<file path="src/rtl/div_stage_skid_reg.sv">
// Divider per-stage payload register with valid/ready back-pressure and a
// 2-entry skid buffer, so in_ready_o comes straight from a flop.
module div_stage_skid_reg #(
  parameter int unsigned            DATA_W     = 305,
  parameter logic [DATA_W-1:0]      RESET_DATA = '0
) (
  input  logic              clk,
  input  logic              rst_n,
  input  logic              flush_i,
  input  logic              in_valid_i,
  output logic              in_ready_o,
  input  logic [DATA_W-1:0] in_data_i,
  output logic              out_valid_o,
  input  logic              out_ready_i,
  output logic [DATA_W-1:0] out_data_o,
  output logic              busy_o
);

  // Handshake: a payload moves on an edge where valid & ready are both 1.
  // Upstream must not rely on ready combinationally following out_ready_i.

  logic              r_main_v;
  logic              r_skid_v;
  logic [DATA_W-1:0] r_main_d;
  logic [DATA_W-1:0] r_skid_d;

  logic              w_acc;
  logic              w_pop;
  logic              w_main_v_n;
  logic              w_skid_v_n;
  logic [DATA_W-1:0] w_main_d_n;
  logic [DATA_W-1:0] w_skid_d_n;

  assign in_ready_o  = ~r_skid_v;
  assign out_valid_o = r_main_v;
  assign out_data_o  = r_main_d;
  assign busy_o      = r_main_v | r_skid_v;

  assign w_acc = in_valid_i & in_ready_o;
  assign w_pop = r_main_v & out_ready_i;

  always_comb begin
    w_main_v_n = r_main_v;
    w_skid_v_n = r_skid_v;
    w_main_d_n = r_main_d;
    w_skid_d_n = r_skid_d;
    if (flush_i) begin
      // Data registers hold; only the valid bits are killed.
      w_main_v_n = 1'b0;
      w_skid_v_n = 1'b0;
    end else if (r_skid_v) begin
      if (w_pop) begin
        w_main_d_n = r_skid_d;
        w_main_v_n = 1'b1;
        w_skid_v_n = 1'b0;
      end
    end else if (!r_main_v) begin
      if (w_acc) begin
        w_main_d_n = in_data_i;
        w_main_v_n = 1'b1;
      end
    end else if (w_pop) begin
      if (w_acc) begin
        w_main_d_n = in_data_i;
      end else begin
        w_main_v_n = 1'b0;
      end
    end else if (w_acc) begin
      w_skid_d_n = in_data_i;
      w_skid_v_n = 1'b1;
    end
  end

  always_ff @(posedge clk or negedge rst_n) begin
    if (!rst_n) begin
      r_main_v <= 1'b0;
      r_skid_v <= 1'b0;
      r_main_d <= RESET_DATA;
      r_skid_d <= RESET_DATA;
    end else begin
      r_main_v <= w_main_v_n;
      r_skid_v <= w_skid_v_n;
      r_main_d <= w_main_d_n;
      r_skid_d <= w_skid_d_n;
    end
  end

endmodule

</file>
<file path="config.mk">
export PLATFORM = sky130hd
export DESIGN_NAME = div_stage_skid_reg
export DESIGN_NICKNAME = d
export VERILOG_FILES = /design/src/rtl/div_stage_skid_reg.sv
export SDC_FILE = /design/constraint.sdc
export NUM_CORES = 1
export LEC_CHECK = 0
export CAP_MARGIN = 25
export CELL_PAD_IN_SITES_DETAIL_PLACEMENT = 1
export CELL_PAD_IN_SITES_GLOBAL_PLACEMENT = 2
export CORE_ASPECT_RATIO = 0.6
export CORE_MARGIN = 1.5
export CORE_UTILIZATION = 48
export DETAILED_ROUTE_END_ITERATION = 12
export DONT_BUFFER_PORTS = 1
export GPL_ROUTABILITY_DRIVEN = 0
export PLACE_DENSITY = 0.85
export SYNTH_ARGS = -nofsm -noshare
export SYNTH_HDL_FRONTEND = slang
export SYNTH_SLANG_ARGS = --single-unit
</file>
<file path="constraint.sdc">
create_clock -name clk -period 4.08 [get_ports clk]
set_clock_uncertainty 0.1 [all_clocks]
set_input_delay 0.816 -clock clk [delete_from_list [all_inputs] [get_ports clk]]
set_output_delay 0.816 -clock clk [all_outputs]
set_load 0.03 [all_outputs]
</file>
==> flow_metrics.py <==
metrics = {
    "setup_path": {
        "critPathCaptureType": "register",
        "slowest_stage": "buf_4",
        "crit_type": "register to register",
        "cp_max_fo": 154,
        "start_kind": "register",
        "max_stage_delay_ns": 0.65,
        "worstPathArrival_ns": 3.23,
        "critPathBufInv": 2,
        "cp_cell_sequence": "buf_12 -> buf_4 -> mux2_2 -> mux2_1",
        "critPathTopFamily": "buffers and inverters",
        "crit_required_ns": 4.44,
    },
    "die": {
        "core_area_um2": 54100,
        "io_pins": 618,
        "dieArea_um2": 56100,
        "start_util": 0.485,
        "fp.dieH_um": 184,
        "die_x_um": 305,
        "std_cell_rows": 66,
    },
    "sta": {
        "setup_viol": 0,
        "finalCritPeriodShare": 0.704,
        "whs_ns": -0.168,
        "finalHoldViolations": 123,
        "min_period_ns": 2.87,
        "slew_headroom": -0.459,
        "timing.fmax_mhz": 348,
        "finalSetupTns_ns": 0,
        "tightestPinTransition_ns": 2.19,
        "drv_slew": 290,
        "rsz0062_at_grt": "no",
    },
    "grt": {
        "track_usage": 0.213,
        "grt_first_pass_wirelength_um": 93300,
        "gr-total-overflow": 0,
        "grt_max_degree": 613,
        "antenna_found_initial": 1,
        "grt_pass1_vias": 15000,
    },
    "yosys": {
        "yosysWarnings": 0,
        "synth_area_leader_cell": "dfrtp_1",
        "synth_flop_cell": "dfrtp_1",
        "ys_seq_area_frac": 0.584,
        "synth.most_common_cell": "mux2_2",
        "synth_fp_nets": 1949,
        "synth_area_leaders": "dfrtp_1 (58%), mux2_2 (35%), mux2_1 (4.1%)",
        "ys_ff_latch": 612,
        "synth.distinct_cells": 16,
        "synthesis.area_um2": 26200,
        "synth_top_cell_area_share": 0.584,
        "postSynthAreaPerCell_um2": 16.0,
        "synth_commonest_cells": "mux2_2 (820), dfrtp_1 (612), mux2_1 (95), buf_2 (37), buf_4 (32)",
        "ys_async_sr_fraction": 1.00,
        "synth-edff-count": 0,
        "syn_inst": 1639,
    },
    "pwr": {
        "power_w": 0.0178,
        "power_per_cell_area_nw_per_um2": 620,
        "power_frac_seq": 0.573,
        "p_int_w": 0.0123,
        "netSwitchingFraction": 0.310,
        "irDropWorstVdd_uv": 377,
        "p_clk_frac": 0.309,
        "power_frac_comb": 0.118,
        "p_switching_w": 0.00553,
        "leakagePower_nw": 12.0,
    },
    "routing": {
        "wl_per_cell_um": 25.8,
        "vias": 13500,
        "via_per_inst": 5.71,
        "dr.pass1.iters": 4,
        "drt-initial-drc-count": 622,
        "routed_wl_um": 61000,
        "drc_errors": 0,
        "ant_nets": 0,
    },
    "clocking": {
        "root_buffer": "clkbuf_16",
        "numCtsBuffers": 56,
        "cts.sinks": 612,
        "cts_htree_levels": 2,
        "insertion_delay_ns": 0.59,
        "cts_buffer_depth": 3,
        "path_clk_slew_ns": 0.07,
        "cts_tree": "done",
        "post_cts_buffers": 0,
    },
    "status": {
        "outcome": "complete, but fails checks",
        "violations": "hold timing, slew limit",
    },
    "placed_design": {
        "io_buffers": 0,
        "placedCellCount": 2266,
        "placed_cell_area_um2": 26800,
        "hpwl_um": 41000,
    },
    "finish": {
        "drive_above_1_share": 0.561,
        "fin_nets": 1920,
        "fin_cells": 2368,
        "syn2layout_area_growth_pct": 9.56,
        "design_area_um2": 28700,
    },
    "run": {
        "max-cap-violations": 0,
    },
    "hold_path": {
        "hold_class": "input pin to asynchronous set/reset pin",
    },
}
## area by class of cell
cell class / count / area, µm²
well taps: 714 / 893
inverters: 2 / 7.51
multi-input cells: 924 / 10400
fillers: 4959 / 25300
flip-flops and latches: 612 / 15300
clock buffers: 83 / 1660
diodes: 2 / 5.00
clock inverters: 17 / 265
repair buffers: 14 / 205
## power groups by stage
stage	Combinational (W)	Sequential [W]	Clock, W
final	0.00210	0.0102	0.00551
after global routing	0.00230	0.0104	0.00589
after CTS	0.00214	0.0102	0.00567
after detailed placement	0.00213	0.0103	0
after global placement	0.00196	0.0102	0
after floorplan	0.00185	0.00979	0
## state kept, by name, summed over array words and instances (netlist names)
register / cells
r_skid_d: 305
out_valid_o: 1
out_data_o: 305
r_skid_v: 1
## per-layer routing
| metal | GRT usage | wire, µm |
|---|---|---|
| met4 | 0.0618 | 1650 |
| met5 | 0 | 0 |
| met2 | 0.377 | 31700 |
| met3 | 0.0822 | 4990 |
| met1 | 0.240 | 22700 |
## per-stage QoR
step                hold slack (ns)  setup WS, ns   util
floorplan                     0.375          1.80      -
global placement              0.383          1.28  0.496
detailed placement            0.390          1.15  0.496
CTS                          -0.219          1.22  0.531
global route                 -0.223          1.10  0.531
finish                       -0.168          1.21  0.531
## path summary, 6_finish.rpt
| kind | startpoint | end | slack [ns] | cells past startpoint |
|---|---|---|---|---|
| max | r_skid_v | out_data_o[299] | 1.21 | 4 |
| min | rst_n | out_data_o[49] | -0.17 | 0 |
| max reg2reg | r_skid_v | out_data_o[299] | 1.21 | 4 |
| min reg2reg | r_skid_d[267] | r_skid_d[267] | 0.40 | 1 |
| max in group asynchronous | rst_n | out_data_o[205] | 2.32 | 0 |
| min in group clk | flush_i | r_skid_v | 0.18 | 1 |
## kinds of logic after synthesis
logic type      share of synthesized area
compound gates                    0.00143
buf+inv                            0.0211
flops                               0.584
mux                                 0.393
simple gates                     0.000954
## what timing repair did
item	in CTS	in global routing
hold endpoints to repair	612	605
setup endpoints to repair	0	0
gates resized for setup	0	0
## cells in the final DEF, fill, tap and decap left out, types with 2 or more instances in the layout
cell,Yosys,final
clkbuf_8,0,14
buf_12,0,8
a21oi_1,2,2
inv_1,2,2
dfrtp_1,612,611
clkbuf_16,0,57
clkbuf_1,31,12
diode_2,0,2
clkinvlp_4,0,2
mux2_2,820,820
mux2_1,95,95
buf_4,32,6
clkinv_2,0,8
bufinv_16,0,7
Power figures use the tool's default switching activity.
